--- src/rtl/cpu_ctrl_pkg.sv ---
// Shared definitions for the fetch-control slice: sequencer state encoding and
// default widths for the program counter and the performance counters.
package cpu_ctrl_pkg;

   localparam int PC_W_DEF = 12;
   localparam int PERF_W   = 16;

   typedef enum logic [2:0] {
      BOOT  = 3'd0,
      RUN   = 3'd1,
      STALL = 3'd2,
      FLUSH = 3'd3,
      HALT  = 3'd4
   } fetch_state_e;

endpackage

--- src/rtl/sat_counter.sv ---
// Width-parameterised incrementer that sticks at all-ones; synchronous clear
// has priority over increment.
module sat_counter #(
   parameter int W = 16
) (
   input  logic         i_clk,
   input  logic         i_clr,
   input  logic         i_inc,
   output logic [W-1:0] o_count
);

   logic [W-1:0] count_q;
   logic [W-1:0] count_d;

   always_comb begin
      count_d = count_q;
      if (i_clr) begin
         count_d = '0;
      end else if (i_inc && (count_q != {W{1'b1}})) begin
         count_d = count_q + W'(1);
      end
   end

   always_ff @(posedge i_clk) begin
      count_q <= count_d;
   end

   assign o_count = count_q;

endmodule

--- src/rtl/fetch_sequencer.sv ---
// Fetch-stage sequencer: boot hold, hazard stall, branch flush/redirect, halt.
// Stall/flush event counters exist only when FETCH_SEQ_PERF_EN is defined.
module fetch_sequencer
   import cpu_ctrl_pkg::*;
#(
   parameter int PC_W         = PC_W_DEF,
   parameter int BOOT_CYCLES  = 4,
   parameter int FLUSH_CYCLES = 2
) (
   input  logic              i_clk,
   input  logic              i_reset,
   input  logic              i_branch_taken,
   input  logic [PC_W-1:0]   i_branch_target,
   input  logic              i_load_use,
   input  logic              i_mem_busy,
   input  logic              i_halt,
   input  logic              i_resume,
   output logic              o_stop,
   output logic              o_flush,
   output logic              o_pc_load,
   output logic [PC_W-1:0]   o_pc_target,
   output logic              o_halted,
   output logic [2:0]        o_state,
   output logic [PERF_W-1:0] o_stall_cnt,
   output logic [PERF_W-1:0] o_flush_cnt
);

   localparam int CNT_MAX = (BOOT_CYCLES > FLUSH_CYCLES) ? BOOT_CYCLES : FLUSH_CYCLES;
   localparam int CNT_W   = (CNT_MAX > 1) ? $clog2(CNT_MAX) : 1;

   fetch_state_e      state_q, state_d;
   logic [CNT_W-1:0]  cnt_q, cnt_d;
   logic              stop_q, stop_d;
   logic              flush_q, flush_d;
   logic              pc_load_q, pc_load_d;
   logic [PC_W-1:0]   pc_target_q, pc_target_d;
   logic              halted_q, halted_d;
   logic              hazard;
   logic              redirect;

   assign hazard = i_load_use | i_mem_busy;

   always_comb begin
      state_d     = state_q;
      cnt_d       = cnt_q;
      pc_target_d = pc_target_q;
      pc_load_d   = 1'b0;
      redirect    = 1'b0;

      case (state_q)
         BOOT: begin
            if (cnt_q == '0) state_d = RUN;
            else             cnt_d   = cnt_q - CNT_W'(1);
         end
         RUN: begin
            if (i_branch_taken) redirect = 1'b1;
            else if (i_halt)    state_d  = HALT;
            else if (hazard)    state_d  = STALL;
         end
         STALL: begin
            if (i_branch_taken) redirect = 1'b1;
            else if (i_halt)    state_d  = HALT;
            else if (!hazard)   state_d  = RUN;
         end
         FLUSH: begin
            // Halt is deliberately ignored: the retiring instruction is being squashed.
            if (i_branch_taken)   redirect = 1'b1;
            else if (cnt_q == '0) state_d  = hazard ? STALL : RUN;
            else                  cnt_d    = cnt_q - CNT_W'(1);
         end
         HALT: begin
            if (i_resume) state_d = RUN;
         end
         default: begin
            state_d = BOOT;
            cnt_d   = CNT_W'(BOOT_CYCLES - 1);
         end
      endcase

      if (redirect) begin
         state_d     = FLUSH;
         cnt_d       = CNT_W'(FLUSH_CYCLES - 1);
         pc_load_d   = 1'b1;
         pc_target_d = i_branch_target;
      end

      // Outputs are decoded from the next state so they line up with it after the edge.
      stop_d   = (state_d == BOOT) || (state_d == STALL) || (state_d == HALT);
      flush_d  = (state_d == BOOT) || (state_d == FLUSH);
      halted_d = (state_d == HALT);
   end

   always_ff @(posedge i_clk) begin
      if (i_reset) begin
         state_q     <= BOOT;
         cnt_q       <= CNT_W'(BOOT_CYCLES - 1);
         stop_q      <= 1'b1;
         flush_q     <= 1'b1;
         pc_load_q   <= 1'b0;
         pc_target_q <= '0;
         halted_q    <= 1'b0;
      end else begin
         state_q     <= state_d;
         cnt_q       <= cnt_d;
         stop_q      <= stop_d;
         flush_q     <= flush_d;
         pc_load_q   <= pc_load_d;
         pc_target_q <= pc_target_d;
         halted_q    <= halted_d;
      end
   end

   assign o_stop      = stop_q;
   assign o_flush     = flush_q;
   assign o_pc_load   = pc_load_q;
   assign o_pc_target = pc_target_q;
   assign o_halted    = halted_q;
   assign o_state     = state_q;

`ifdef FETCH_SEQ_PERF_EN
   sat_counter #(.W(PERF_W)) u_stall_cnt (
      .i_clk   (i_clk),
      .i_clr   (i_reset),
      .i_inc   (state_d == STALL),
      .o_count (o_stall_cnt)
   );

   sat_counter #(.W(PERF_W)) u_flush_cnt (
      .i_clk   (i_clk),
      .i_clr   (i_reset),
      .i_inc   (pc_load_d),
      .o_count (o_flush_cnt)
   );
`else
   assign o_stall_cnt = '0;
   assign o_flush_cnt = '0;
`endif

endmodule

--- config.mk ---
export PLATFORM = sky130hd
export DESIGN_NAME = fetch_sequencer
export DESIGN_NICKNAME = d
export VERILOG_FILES = /design/src/rtl/cpu_ctrl_pkg.sv /design/src/rtl/sat_counter.sv /design/src/rtl/fetch_sequencer.sv
export SDC_FILE = /design/constraint.sdc
export NUM_CORES = 1
export LEC_CHECK = 0
export BUFFER_PORTS_ARGS = -buffer_cell sky130_fd_sc_hd__buf_2
export CAP_MARGIN = 20
export CORE_ASPECT_RATIO = 0.9
export CORE_MARGIN = 2
export CORE_UTILIZATION = 35
export DETAILED_ROUTE_END_ITERATION = 7
export MAX_ROUTING_LAYER = met4
export PLACE_DENSITY = 0.67
export SLEW_MARGIN = 20
export SYNTH_ARGS = -nofsm -noshare
export SYNTH_HDL_FRONTEND = slang
export SYNTH_SLANG_ARGS = --single-unit
--- constraint.sdc ---
create_clock -name i_clk -period 1.85 [get_ports i_clk]
set_input_delay 0.2775 -clock i_clk [delete_from_list [all_inputs] [get_ports i_clk]]
set_output_delay 0.2775 -clock i_clk [all_outputs]
set_load 0.01 [all_outputs]
==> flow_summary.yaml <==
run_status:
  status: "finished, final reports clean"
clocking:
  cts_tree: "yes"
  cts_root_buf: "clkbuf_4"
  clock-sinks: 21
  hold_buffers: 0
  clk_path_buf_depth: 2
  clkTransAtPathRegs_ns: 0.13
  postCtsSetupBuffers: 0
  numCtsBuffers: 3
  clkLatencyLatePin_ns: 0.31
  ctsResizeCount: 0
  htree_levels: 1
yosys:
  synthSimpleGateAreaFrac_pct: 21.44
  yosys-top-cells-area: "dfxtp_1, buf_4, nand2_1"
  synth-seq-area-share_pct: 36.76
  ys_warn_count: 0
  syn_inst: 148
  avgSynthCellArea_um2: 7.727
  synth_area_leader_cell: "dfxtp_1"
  netlist.area_leader.share_pct: 36.76
  synth_xor_area_share_pct: 0.7659
  ys_seq_elements: 21
  synth_compound_area_share_pct: 15.65
  synth_fa_ha_area_share_pct: 0
  muxShareOfSynthArea_pct: 0
  ys_types: 28
  synth_top_family_by_area: "buffers and inverters"
  syn_area_um2: 1144
pwr:
  leakage_uw: 0.0006052
  vdd_drop_max_mv: 0.4465
  pwr_density_cell_nw_per_um2: 1126
worst_setup_path:
  rr_worst_depth: 5
  reg2reg_to: "o_flush$_SDFF_PP1_"
  cp.required_ns: 2.07
  critPathKind: "flop to flop"
  cp_data_arrival_time_ns: 1.96
  r2r_slack_ns: 0.10
  cp-end-kind: "flop"
  reg2reg_from: "o_state[0]$_SDFF_PP0_"
  crit_path_start_kind: "flop"
  cp_max_fo: 7
routing:
  routed_wl_um: 2189
  avgRoutedWirePerCell_um: 9.643
  drtIter0Drc: 22
  num_vias: 975
  antenna_left: 0
  drc: 0
  first_pass_iters: 4
  vias_per_cell: 4.295
layout:
  areaGrowthSynthToFinish_pct: 11.93
  drive_above_1_share_pct: 25.41
  fin_util_pct: 41.42
  design_area_um2: 1280
  fillers: 338
  layout_common_cells: "buf_2, conb_1, nand2_1"
  finalNetCount: 205
  layout_commonest_cell: "buf_2"
  num_antenna_cells: 0
die:
  num_rows: 19
  core_area_um2: 3090
  start_util_pct: 37.00
  fp.dieH_um: 58.23
  die_area_um2: 3742
  io_pins: 70
  die_w_um: 64.26
hold_path:
  hold_end: "o_pc_target[3]$_SDFFE_PP0P_"
  min_path_cells: 3
  hp-start: "i_branch_target[3]"
  hp-class: "input port to flop"
timing:
  finalSetupViolations: 0
  worst_pin_slew_ns: 0.5008
  slew_viol_final: 0
  fin_tns_setup_ns: 0
  slew_headroom_pct: 66.53
  skew_ns: 0.01722
  period_share_pct: 94.44
  max_freq_mhz: 572.4
  layout_min_cycle_time_ns: 1.747
  finalHoldViolCount: 0
  rsz0062_at_grt: "false"
global_route:
  grt_pass1_vias: 726
  grt-ovfl-total: 0
  antenna_found_initial: 0
  grt_pass1_wl_um: 3339
  grt_max_degree: 22
  globalRouteTotalUtil_pct: 11.87
placement:
  place_congestion: 0.8693
  placement.io_buffers: 37
  placed_area_um2: 1249
  hpwl_um: 1655
job:
  drv_cap: 0
==> worst max path at each step <==
stage                                    end                  start
after floorplan           o_flush$_SDFF_PP1_  o_state[1]$_SDFF_PP0_
after global placement    o_flush$_SDFF_PP1_         i_branch_taken
after detailed placement  o_flush$_SDFF_PP1_  o_state[0]$_SDFF_PP0_
after CTS                 o_flush$_SDFF_PP1_  o_state[0]$_SDFF_PP0_
after global routing      o_flush$_SDFF_PP1_  o_state[0]$_SDFF_PP0_
final                     o_flush$_SDFF_PP1_  o_state[0]$_SDFF_PP0_
==> final cells by class <==
cell class | instances | area (um2) | area share (%)
sequential | 21 | 420.4 | 32.84
inverter | 2 | 7.507 | 0.5865
multi-input combinational | 117 | 554.3 | 43.30
tap | 42 | 52.55 | 4.106
clock inverter | 1 | 7.507 | 0.5865
timing repair buffer | 41 | 215.2 | 16.81
clock buffer | 3 | 22.52 | 1.760
==> logic make-up after synthesis <==
kind of cell    count (synthesis)
compound gates                 29
xor+xnor                        1
buf+inv                        41
flops                          21
other cells                     1
simple gates                   55
==> metrics by stage <==
stage / std cells / hold slack (ns) / setup WS, ns / power, uW
2_1_floorplan: 179 / 0.3491 / 0.08112 / 1087
3_3_place_gp: 223 / 0.4417 / 0.1045 / 1227
3_5_place_dp: 223 / 0.4462 / 0.04646 / 1224
4_1_cts: 227 / 0.1695 / 0.02526 / 1457
5_1_grt: 227 / 0.1612 / 0.03742 / 1570
6_report: 227 / 0.1862 / 0.1029 / 1442
==> sequential cells by signal, indices dropped and copies added, names as in the netlist <==
| signal | count |
|---|---|
| o_pc_target | 12 |
| o_state | 3 |
| cnt_q | 2 |
| o_flush | 1 |
| o_halted | 1 |
| o_pc_load | 1 |
| o_stop | 1 |
==> metal layers <==
metal / global-route usage (%) / share of wire, % / vias to the layer above
met5: - / 0 / -
met4: 2.736 / 0.46 / 0
met3: 4.272 / 7.9 / 2
met2: 17.86 / 46 / 40
met1: 15.33 / 46 / 429
li1: - / - / 504
==> report_power, final <==
part / switching (uW) / leakage [uW] / internal [uW]
registers: 70.1 / 0.000171 / 554
logic: 343 / 0.000420 / 248
clock network: 145 / 0.0000139 / 82.4
==> synthesized netlist by cell type <==
master	n
nor4_1	1
nand4b_1	1
or2_4	1
xor2_1	1
a31oi_1	2
conb_1	1
buf_4	33
o21bai_1	1
nor2b_1	1
dfxtp_1	21
nor3_1	3
o21ai_0	3
a311oi_2	1
nand3_1	2
a311o_1	1
nor2_1	12
nand2b_1	3
buf_2	1
o31ai_1	3
a21oi_1	16
o21a_1	1
or3_1	2
buf_6	1
a2111oi_0	1
clkbuf_1	4
or3b_1	1
nand2_1	28
inv_1	2
==> worst max-delay path, stage by stage, from the launching register on <==
cell	delay [ns]
dfxtp_1	0.47
or2_4	0.18
nor3_1	0.05
a2111oi_1	0.51
nor4_1	0.11
a311o_1	0.33
Note: power is estimated with default switching activity, not from simulation.
